**config.mk**
```make
export PLATFORM = sky130hd
export DESIGN_NAME = ao486_l15_transducer_mc
export DESIGN_NICKNAME = d
export VERILOG_FILES = /design/src/rtl/ao486_transducer_pkg.sv /design/src/rtl/ao486_rr_arbiter.sv /design/src/rtl/ao486_l15_transducer_mc.sv
export SDC_FILE = /design/constraint.sdc
export NUM_CORES = 1
export LEC_CHECK = 0
export ABC_CLOCK_PERIOD_IN_PS = 6300
export CAP_MARGIN = 20
export CORE_AREA = 4 4 275 277
export DETAILED_ROUTE_END_ITERATION = 7
export DIE_AREA = 0 0 279 281
export DONT_BUFFER_PORTS = 1
export GPL_ROUTABILITY_DRIVEN = 0
export PLACE_DENSITY_LB_ADDON = 0.25
export SLEW_MARGIN = 20
export SYNTH_ARGS = -nofsm -noshare
export SYNTH_HDL_FRONTEND = slang
export SYNTH_HIERARCHICAL = 1
export SYNTH_SLANG_ARGS = --single-unit
export TNS_END_PERCENT = 1
```
**constraint.sdc**
```tcl
create_clock -name clk -period 6.3 [get_ports clk]
set_clock_uncertainty 0.2 [all_clocks]
set_input_delay 1.26 -clock clk [delete_from_list [all_inputs] [get_ports clk]]
set_output_delay 1.26 -clock clk [all_outputs]
set_load 0.01 [all_outputs]
```
**src/rtl/ao486_transducer_pkg.sv**
```systemverilog
// Shared definitions for the ao486 <-> L1.5 transducer: FSM encodings, L1.5
// request/return type codes, PCX size encodings and the word byte-swap helper.
package ao486_transducer_pkg;

    localparam int unsigned STATE_W = 2;

    localparam logic [STATE_W-1:0] ST_IDLE   = 2'd0;
    localparam logic [STATE_W-1:0] ST_REQ    = 2'd1;
    localparam logic [STATE_W-1:0] ST_WAIT   = 2'd2;
    localparam logic [STATE_W-1:0] ST_STREAM = 2'd3;

    localparam logic [4:0] LOAD_RQ  = 5'b00000;
    localparam logic [4:0] IMISS_RQ = 5'b10000;

    localparam logic [3:0] LOAD_RET  = 4'b0000;
    localparam logic [3:0] IFILL_RET = 4'b0001;
    localparam logic [3:0] ST_ACK    = 4'b0100;
    localparam logic [3:0] INT_RET   = 4'b0111;

    localparam logic [2:0] PCX_SZ_4B  = 3'b010;
    localparam logic [2:0] PCX_SZ_16B = 3'b111;

    // L1.5 returns big-endian words; the core expects little-endian.
    function automatic logic [31:0] bswap32(input logic [31:0] w);
        return {w[7:0], w[15:8], w[23:16], w[31:24]};
    endfunction

endpackage

```
**src/rtl/ao486_rr_arbiter.sv**
```systemverilog
// Combinational round-robin arbiter: one-hot grant of the first pending
// channel found when searching upward (with wrap) from ptr.
module ao486_rr_arbiter
    import ao486_transducer_pkg::*;
#(
    parameter int unsigned NUM_CH = 3,
    parameter int unsigned PTR_W  = 2
) (
    input  logic [NUM_CH-1:0] pending,
    input  logic [PTR_W-1:0]  ptr,
    output logic [NUM_CH-1:0] grant
);

    always_comb begin
        logic        found;
        int unsigned idx;
        grant = '0;
        found = 1'b0;
        idx   = 0;
        for (int unsigned off = 0; off < NUM_CH; off++) begin
            idx = (32'(ptr) + off) % NUM_CH;
            if (!found && pending[idx[PTR_W-1:0]]) begin
                grant[idx[PTR_W-1:0]] = 1'b1;
                found = 1'b1;
            end
        end
    end

endmodule

```
**src/rtl/ao486_l15_transducer_mc.sv**
```systemverilog
// Multi-channel ao486 read transducer: captures per-channel requests, issues one
// L1.5 request at a time and streams the byte-swapped line back to the requester.
// Optional WAIT watchdog: define AO486_TRANSDUCER_TIMEOUT_EN.
module ao486_l15_transducer_mc
    import ao486_transducer_pkg::*;
#(
    parameter int unsigned       NUM_CH         = 3,
    parameter logic [NUM_CH-1:0] CODE_MASK      = NUM_CH'(1),
    parameter int unsigned       LINE_WORDS     = 4,
    parameter int unsigned       TIMEOUT_CYCLES = 1024
) (
    input  logic                      clk,
    input  logic                      rst,
    input  logic [NUM_CH-1:0]         core_req_do,
    input  logic [NUM_CH*32-1:0]      core_req_addr,
    output logic [NUM_CH-1:0]         core_req_busy,
    output logic [31:0]               core_resp_partial,
    output logic                      core_resp_partial_val,
    output logic [32*LINE_WORDS-1:0]  core_resp_line,
    output logic [NUM_CH-1:0]         core_resp_done,
    output logic                      core_resp_err,
    output logic                      ao486_int,
    output logic                      transducer_l15_val,
    output logic [4:0]                transducer_l15_rqtype,
    output logic [39:0]               transducer_l15_address,
    output logic [2:0]                transducer_l15_size,
    output logic                      transducer_l15_nc,
    output logic                      transducer_l15_req_ack,
    output logic [63:0]               transducer_l15_data,
    output logic [63:0]               transducer_l15_data_next_entry,
    output logic [3:0]                transducer_l15_amo_op,
    output logic [1:0]                transducer_l15_l1rplway,
    input  logic                      l15_transducer_val,
    input  logic                      l15_transducer_header_ack,
    input  logic [3:0]                l15_transducer_returntype,
    input  logic [63:0]               l15_transducer_data_0,
    input  logic [63:0]               l15_transducer_data_1,
    input  logic [63:0]               l15_transducer_data_2,
    input  logic [63:0]               l15_transducer_data_3
);

    localparam int unsigned PTR_W  = (NUM_CH > 1) ? $clog2(NUM_CH) : 1;
    localparam int unsigned LINE_W = 32 * LINE_WORDS;

    logic [STATE_W-1:0] state_q, state_d;
    logic [NUM_CH-1:0]  pending_q, pending_d, set_c, clr_c, grant_oh_c;
    logic [PTR_W-1:0]   ptr_q, ptr_d, grant_q, grant_d, gidx_c;
    logic [1:0]         k_q, k_d;
    logic [27:0]        addr_q [NUM_CH];
    logic [27:0]        addr_d [NUM_CH];
    logic [31:0]        words_q [4];
    logic [31:0]        words_d [4];
    logic [31:0]        resp_w_c [4];
    logic [27:0]        gaddr_c;
    logic               int_q, int_d, val_q, val_d, pval_q, pval_d;
    logic [4:0]         rqtype_q, rqtype_d;
    logic [39:0]        l15_addr_q, l15_addr_d;
    logic [2:0]         size_q, size_d;
    logic [31:0]        partial_q, partial_d;
    logic [LINE_W-1:0]  line_q, line_d;
    logic [NUM_CH-1:0]  done_q, done_d;
    logic               is_code_c, sel_hi_c, match_c;
    logic [63:0]        beat0_c, beat1_c;
    logic [NUM_CH-1:0]  unused_addr_lo;

`ifdef AO486_TRANSDUCER_TIMEOUT_EN
    localparam int unsigned CNT_W = $clog2(TIMEOUT_CYCLES + 1);
    logic [CNT_W-1:0] cnt_q, cnt_d;
    logic             err_q, err_d;
`else
    logic             unused_timeout;
    assign unused_timeout = ^32'(TIMEOUT_CYCLES);
`endif

    ao486_rr_arbiter #(.NUM_CH(NUM_CH), .PTR_W(PTR_W)) u_arb (
        .pending (pending_q),
        .ptr     (ptr_q),
        .grant   (grant_oh_c)
    );

    // One-hot grant to index, plus response word extraction.
    always_comb begin
        gidx_c = '0;
        for (int unsigned i = 0; i < NUM_CH; i++) begin
            if (grant_oh_c[i]) gidx_c = PTR_W'(i);
        end
        gaddr_c     = addr_q[gidx_c];
        is_code_c   = CODE_MASK[grant_q];
        sel_hi_c    = is_code_c && addr_q[grant_q][0];
        beat0_c     = sel_hi_c ? l15_transducer_data_2 : l15_transducer_data_0;
        beat1_c     = sel_hi_c ? l15_transducer_data_3 : l15_transducer_data_1;
        resp_w_c[0] = bswap32(beat0_c[63:32]);
        resp_w_c[1] = bswap32(beat0_c[31:0]);
        resp_w_c[2] = bswap32(beat1_c[63:32]);
        resp_w_c[3] = bswap32(beat1_c[31:0]);
        match_c     = l15_transducer_val &&
                      ((is_code_c  && l15_transducer_returntype == IFILL_RET) ||
                       (!is_code_c && l15_transducer_returntype == LOAD_RET));
        for (int unsigned i = 0; i < NUM_CH; i++) begin
            unused_addr_lo[i] = ^core_req_addr[32*i +: 4];
        end
    end

    // Next-state and registered-output logic.
    always_comb begin
        state_d    = state_q;
        ptr_d      = ptr_q;
        grant_d    = grant_q;
        k_d        = k_q;
        words_d    = words_q;
        addr_d     = addr_q;
        int_d      = int_q;
        val_d      = val_q;
        rqtype_d   = rqtype_q;
        l15_addr_d = l15_addr_q;
        size_d     = size_q;
        partial_d  = partial_q;
        pval_d     = 1'b0;
        line_d     = line_q;
        done_d     = '0;
        set_c      = '0;
        clr_c      = '0;
`ifdef AO486_TRANSDUCER_TIMEOUT_EN
        err_d      = 1'b0;
        cnt_d      = (state_q == ST_WAIT) ? cnt_q + CNT_W'(1) : '0;
`endif

        if (l15_transducer_val && l15_transducer_returntype == INT_RET &&
            l15_transducer_data_0[17:16] == 2'b01) begin
            int_d = 1'b1;
        end

        case (state_q)
            ST_IDLE: begin
                if (int_q && |pending_q) begin
                    state_d = ST_REQ;
                    grant_d = gidx_c;
                    ptr_d   = (32'(gidx_c) == NUM_CH - 1) ? '0 : gidx_c + PTR_W'(1);
                    val_d   = 1'b1;
                    if (CODE_MASK[gidx_c]) begin
                        rqtype_d   = IMISS_RQ;
                        size_d     = PCX_SZ_4B;
                        l15_addr_d = {{8{gaddr_c[27]}}, gaddr_c[27:1], 5'b0};
                    end else begin
                        rqtype_d   = LOAD_RQ;
                        size_d     = PCX_SZ_16B;
                        l15_addr_d = {{8{gaddr_c[27]}}, gaddr_c, 4'b0};
                    end
                end
            end
            ST_REQ: begin
                if (l15_transducer_header_ack) begin
                    state_d = ST_WAIT;
                    val_d   = 1'b0;
                end
            end
            ST_WAIT: begin
                if (match_c) begin
                    state_d   = ST_STREAM;
                    words_d   = resp_w_c;
                    k_d       = '0;
                    partial_d = resp_w_c[0];
                    pval_d    = 1'b1;
                    line_d    = '0;
                    line_d[LINE_W-1 -: 32] = resp_w_c[0];
                end
`ifdef AO486_TRANSDUCER_TIMEOUT_EN
                else if (32'(cnt_q) == TIMEOUT_CYCLES - 1) begin
                    state_d         = ST_IDLE;
                    done_d[grant_q] = 1'b1;
                    clr_c[grant_q]  = 1'b1;
                    err_d           = 1'b1;
                    line_d          = '0;
                end
`endif
            end
            default: begin
                k_d       = k_q + 2'd1;
                partial_d = words_q[k_d];
                pval_d    = 1'b1;
                line_d[32*(LINE_WORDS-1-32'(k_d)) +: 32] = words_q[k_d];
                if (32'(k_d) == LINE_WORDS - 1) begin
                    state_d         = ST_IDLE;
                    done_d[grant_q] = 1'b1;
                    clr_c[grant_q]  = 1'b1;
                end
            end
        endcase

        // A channel re-arms only once its previous request has completed.
        for (int unsigned i = 0; i < NUM_CH; i++) begin
            if (core_req_do[i] && !pending_q[i]) begin
                set_c[i]  = 1'b1;
                addr_d[i] = core_req_addr[32*i+4 +: 28];
            end
        end
        pending_d = (pending_q & ~clr_c) | set_c;
    end

    always_ff @(posedge clk) begin
        if (rst) begin
            state_q    <= ST_IDLE;
            pending_q  <= '0;
            ptr_q      <= '0;
            grant_q    <= '0;
            k_q        <= '0;
            int_q      <= 1'b0;
            val_q      <= 1'b0;
            rqtype_q   <= '0;
            l15_addr_q <= '0;
            size_q     <= '0;
            partial_q  <= '0;
            pval_q     <= 1'b0;
            line_q     <= '0;
            done_q     <= '0;
            for (int unsigned i = 0; i < NUM_CH; i++) addr_q[i] <= '0;
            for (int unsigned i = 0; i < 4; i++) words_q[i] <= '0;
`ifdef AO486_TRANSDUCER_TIMEOUT_EN
            cnt_q      <= '0;
            err_q      <= 1'b0;
`endif
        end else begin
            state_q    <= state_d;
            pending_q  <= pending_d;
            ptr_q      <= ptr_d;
            grant_q    <= grant_d;
            k_q        <= k_d;
            int_q      <= int_d;
            val_q      <= val_d;
            rqtype_q   <= rqtype_d;
            l15_addr_q <= l15_addr_d;
            size_q     <= size_d;
            partial_q  <= partial_d;
            pval_q     <= pval_d;
            line_q     <= line_d;
            done_q     <= done_d;
            addr_q     <= addr_d;
            words_q    <= words_d;
`ifdef AO486_TRANSDUCER_TIMEOUT_EN
            cnt_q      <= cnt_d;
            err_q      <= err_d;
`endif
        end
    end

`ifdef AO486_TRANSDUCER_TIMEOUT_EN
    assign core_resp_err = err_q;
`else
    assign core_resp_err = 1'b0;
`endif

    assign core_req_busy                  = pending_q;
    assign core_resp_partial              = partial_q;
    assign core_resp_partial_val          = pval_q;
    assign core_resp_line                 = line_q;
    assign core_resp_done                 = done_q;
    assign ao486_int                      = int_q;
    assign transducer_l15_val             = val_q;
    assign transducer_l15_rqtype          = rqtype_q;
    assign transducer_l15_address         = l15_addr_q;
    assign transducer_l15_size            = size_q;
    assign transducer_l15_nc              = 1'b0;
    assign transducer_l15_req_ack         = l15_transducer_val;
    assign transducer_l15_data            = '0;
    assign transducer_l15_data_next_entry = '0;
    assign transducer_l15_amo_op          = '0;
    assign transducer_l15_l1rplway        = '0;

endmodule

```
==> run_summary.xml <==
<?xml version="1.0" encoding="UTF-8"?>
<metrics>
  <group name="global_route">
    <metric name="maximum_number_of_pins_on_one_net_before_global_route_repair" unit="">364</metric>
    <metric name="initial_antenna_violation_count" unit="">3</metric>
    <metric name="grt_first_pass_wirelength" unit="um">119000</metric>
    <metric name="grt_util_all_layers" unit="%">20.1</metric>
    <metric name="grt_pass1_vias" unit="">16700</metric>
    <metric name="grt_overflow" unit="">0</metric>
  </group>
  <group name="worst_setup_path">
    <metric name="critPathMostFrequentCell" unit="">sky130_fd_sc_hd__buf_4</metric>
    <metric name="critical_path_arrival" unit="ns">4.41</metric>
    <metric name="critPathTopFamily" unit="">buffers and inverters</metric>
    <metric name="setup.worst_path.start" unit="">state_q[0]$_SDFFE_PP0P_</metric>
    <metric name="cpPeakStageDelay" unit="ns">1.03</metric>
    <metric name="endpoint_kind" unit="">flop</metric>
    <metric name="worst_ep_required_time" unit="ns">6.57</metric>
    <metric name="r2r_start" unit="">state_q[0]$_SDFFE_PP0P_</metric>
    <metric name="timing.setup.critical_path_class" unit="">flop to flop</metric>
    <metric name="timing.critical_path.cells" unit="">inv_1 &gt; ha_2 &gt; buf_4 &gt; inv_2 &gt; nor4_4 &gt; buf_4 &gt; nor2_1 &gt; a311oi_1</metric>
    <metric name="standard_cell_with_the_maximum_stage_delay_on_the_critical_path" unit="">sky130_fd_sc_hd__nor4_4</metric>
    <metric name="critical_path_peak_fanout" unit="">59</metric>
    <metric name="critical_path.startpoint_type" unit="">flop</metric>
    <metric name="crit_buf_inv" unit="">4</metric>
  </group>
  <group name="sta">
    <metric name="final-hold-violation-count" unit="">0</metric>
    <metric name="grt_setup_unrepaired" unit="">no</metric>
    <metric name="layout_worst_path_cycle_share" unit="%">65.6</metric>
    <metric name="fin_hold_ws" unit="ns">0.252</metric>
    <metric name="timing.max_slew.rel_slack" unit="%">3.08</metric>
    <metric name="highest_clock_rate" unit="MHz">242</metric>
    <metric name="timing.final.crit_period" unit="ns">4.13</metric>
    <metric name="setup_total_negative_slack" unit="ns">0</metric>
    <metric name="final-setup-viol-count" unit="">0</metric>
    <metric name="worst-slew-pin-transition" unit="ns">1.45</metric>
    <metric name="finalMaxSlewViolations" unit="">0</metric>
  </group>
  <group name="floorplanning">
    <metric name="core_area" unit="um2">72800</metric>
    <metric name="io_pins" unit="">717</metric>
    <metric name="die_h" unit="um">281</metric>
    <metric name="initial_standard_cell_utilization_of_the_core" unit="%">26.9</metric>
    <metric name="die_area" unit="um2">78400</metric>
    <metric name="die_width" unit="um">279</metric>
    <metric name="row_count" unit="">99</metric>
  </group>
  <group name="power_and_ir_drop">
    <metric name="intPower" unit="W">0.00481</metric>
    <metric name="max-vdd-ir-drop" unit="V">0.000188</metric>
    <metric name="power.share.combinational" unit="%">16.9</metric>
    <metric name="leakagePower" unit="nW">7.31</metric>
    <metric name="sequentialPowerShare" unit="%">41.5</metric>
    <metric name="power-per-cell-area" unit="nW/um2">335</metric>
    <metric name="power.switching_fraction" unit="%">32.3</metric>
    <metric name="p_clk_share" unit="%">41.6</metric>
    <metric name="total_switching_power" unit="W">0.00230</metric>
  </group>
  <group name="synthesis">
    <metric name="warning_count_from_the_yosys_run" unit="">6</metric>
    <metric name="synth.cell_area" unit="um2">19600</metric>
    <metric name="synth.avg_cell_area" unit="um2">8.11</metric>
    <metric name="synthCells" unit="">2413</metric>
  </group>
  <group name="drt">
    <metric name="ant_nets" unit="">0</metric>
    <metric name="firstDrtPassIters" unit="">5</metric>
    <metric name="drt_wl_total" unit="um">84100</metric>
    <metric name="dr.first_iter.drc_count" unit="">1365</metric>
    <metric name="vias_per_cell" unit="">5.30</metric>
    <metric name="vias" unit="">17300</metric>
    <metric name="route.detailed.wl_per_inst" unit="um">25.8</metric>
    <metric name="detail_route.drc_violations" unit="">0</metric>
  </group>
  <group name="finish">
    <metric name="flow.area_growth_from_synthesis" unit="%">8.53</metric>
    <metric name="mostFrequentLayoutCell" unit="">sky130_fd_sc_hd__nand2_1</metric>
    <metric name="nNetsFinal" unit="">2638</metric>
    <metric name="layout.cells.non_filler" unit="">3258</metric>
    <metric name="most_frequent_cells_in_the_layout" unit="">sky130_fd_sc_hd__nand2_1, sky130_fd_sc_hd__dfxtp_1, sky130_fd_sc_hd__a21oi_1, sky130_fd_sc_hd__nor2_1, sky130_fd_sc_hd__conb_1</metric>
    <metric name="drive_gt1_share" unit="%">8.79</metric>
    <metric name="fillCellCount" unit="">7854</metric>
  </group>
  <group name="clock_tree">
    <metric name="cts_made_buffers" unit="">50</metric>
    <metric name="clock_insertion_delay_worst_skew" unit="ns">0.59</metric>
    <metric name="cts.path.max_buffers" unit="">3</metric>
    <metric name="worst_setup_hold_path_clk_slew" unit="ns">0.06</metric>
    <metric name="clock_tree.htree_level_count" unit="">2</metric>
    <metric name="cts_tree" unit="">yes</metric>
    <metric name="hold_buffer_count_at_cts" unit="">0</metric>
    <metric name="cts.repair_timing.setup_buffer_count" unit="">0</metric>
    <metric name="clock_sinks" unit="">418</metric>
    <metric name="cts.root.buffer_cell" unit="">sky130_fd_sc_hd__clkbuf_16</metric>
    <metric name="cts_resized" unit="">0</metric>
  </group>
  <group name="placement">
    <metric name="placedCellCount" unit="">3168</metric>
    <metric name="placement.io_buffers" unit="">0</metric>
    <metric name="detailedPlacementHpwl" unit="um">59700</metric>
  </group>
  <group name="min_path">
    <metric name="hold_path.class" unit="">flop to flop</metric>
    <metric name="worstHoldStart" unit="">addr_q[78]$_SDFFE_PP0P_</metric>
  </group>
  <group name="flow_run">
    <metric name="drv_cap" unit="">0</metric>
  </group>
  <group name="status">
    <metric name="run_status" unit="">finished, final reports clean</metric>
  </group>
</metrics>
-- metrics by stage --
step	util [%]	power, W	instance area, um2	setup slack [ns]
floorplan	-	0.00385	20100	2.99
global placement	26.9	0.00418	19600	1.95
detailed placement	26.9	0.00420	19600	1.91
CTS	29.1	0.00719	21200	2.17
global route	29.2	0.00740	21200	1.94
finish	29.2	0.00712	21200	2.17
-- state kept, by name (all words and copies together), names as in the netlist --
register	cells
core_req_busy	3
transducer_l15_address	28
core_resp_partial	32
core_resp_line	128
ao486_int	1
ptr_q	1
state_q	2
grant_q	2
k_q	2
words_q	128
transducer_l15_val	1
core_resp_done	3
transducer_l15_size	2
core_resp_partial_val	1
addr_q	84
-- worst min-delay path, cell delays in order (launching register included) --
cell and delay (ns):
sky130_fd_sc_hd__dfxtp_1 0.31, sky130_fd_sc_hd__nand2_1 0.05, sky130_fd_sc_hd__a21oi_1 0.05
-- layer usage --
layer,vias up,global-route usage (%),part of all wire (%)
met3,122,5.79,8.6
met5,-,0,0.015
met1,8404,24.4,40
met4,2,8.37,4.4
li1,7902,-,-
met2,824,33.5,48
-- path summary, 6_finish.rpt --
check	end	slack (ns)	depth (start not counted)
hold / removal	addr_q[78]$_SDFFE_PP0P_	0.25	2
setup reg to reg	words_q[23]$_SDFFE_PP0P_	2.17	8
setup / recovery	words_q[23]$_SDFFE_PP0P_	2.17	8
hold reg to reg	addr_q[78]$_SDFFE_PP0P_	0.25	2
-- power groups by stage --
stage               sequential (W)  clock [W]  combinational, W
floorplan                  0.00293          0          0.000925
global placement           0.00301          0           0.00117
detailed placement         0.00301          0           0.00119
CTS                        0.00295    0.00304           0.00119
global route               0.00297    0.00313           0.00130
finish                     0.00295    0.00296           0.00120
-- cell type report --
class	instances	area, um2	share of cell area, %
Inverter	11	41.3	0.194
Timing Repair Buffer	38	298	1.40
Tap cell	959	1200	5.65
Clock buffer	66	1400	6.60
Clock inverter	21	268	1.26
Multi-Input combinational cell	1743	9660	45.5
Sequential cell	418	8370	39.4
Antenna cell	2	5.00	0.0236
Note: power is estimated with default switching activity, not from simulation.
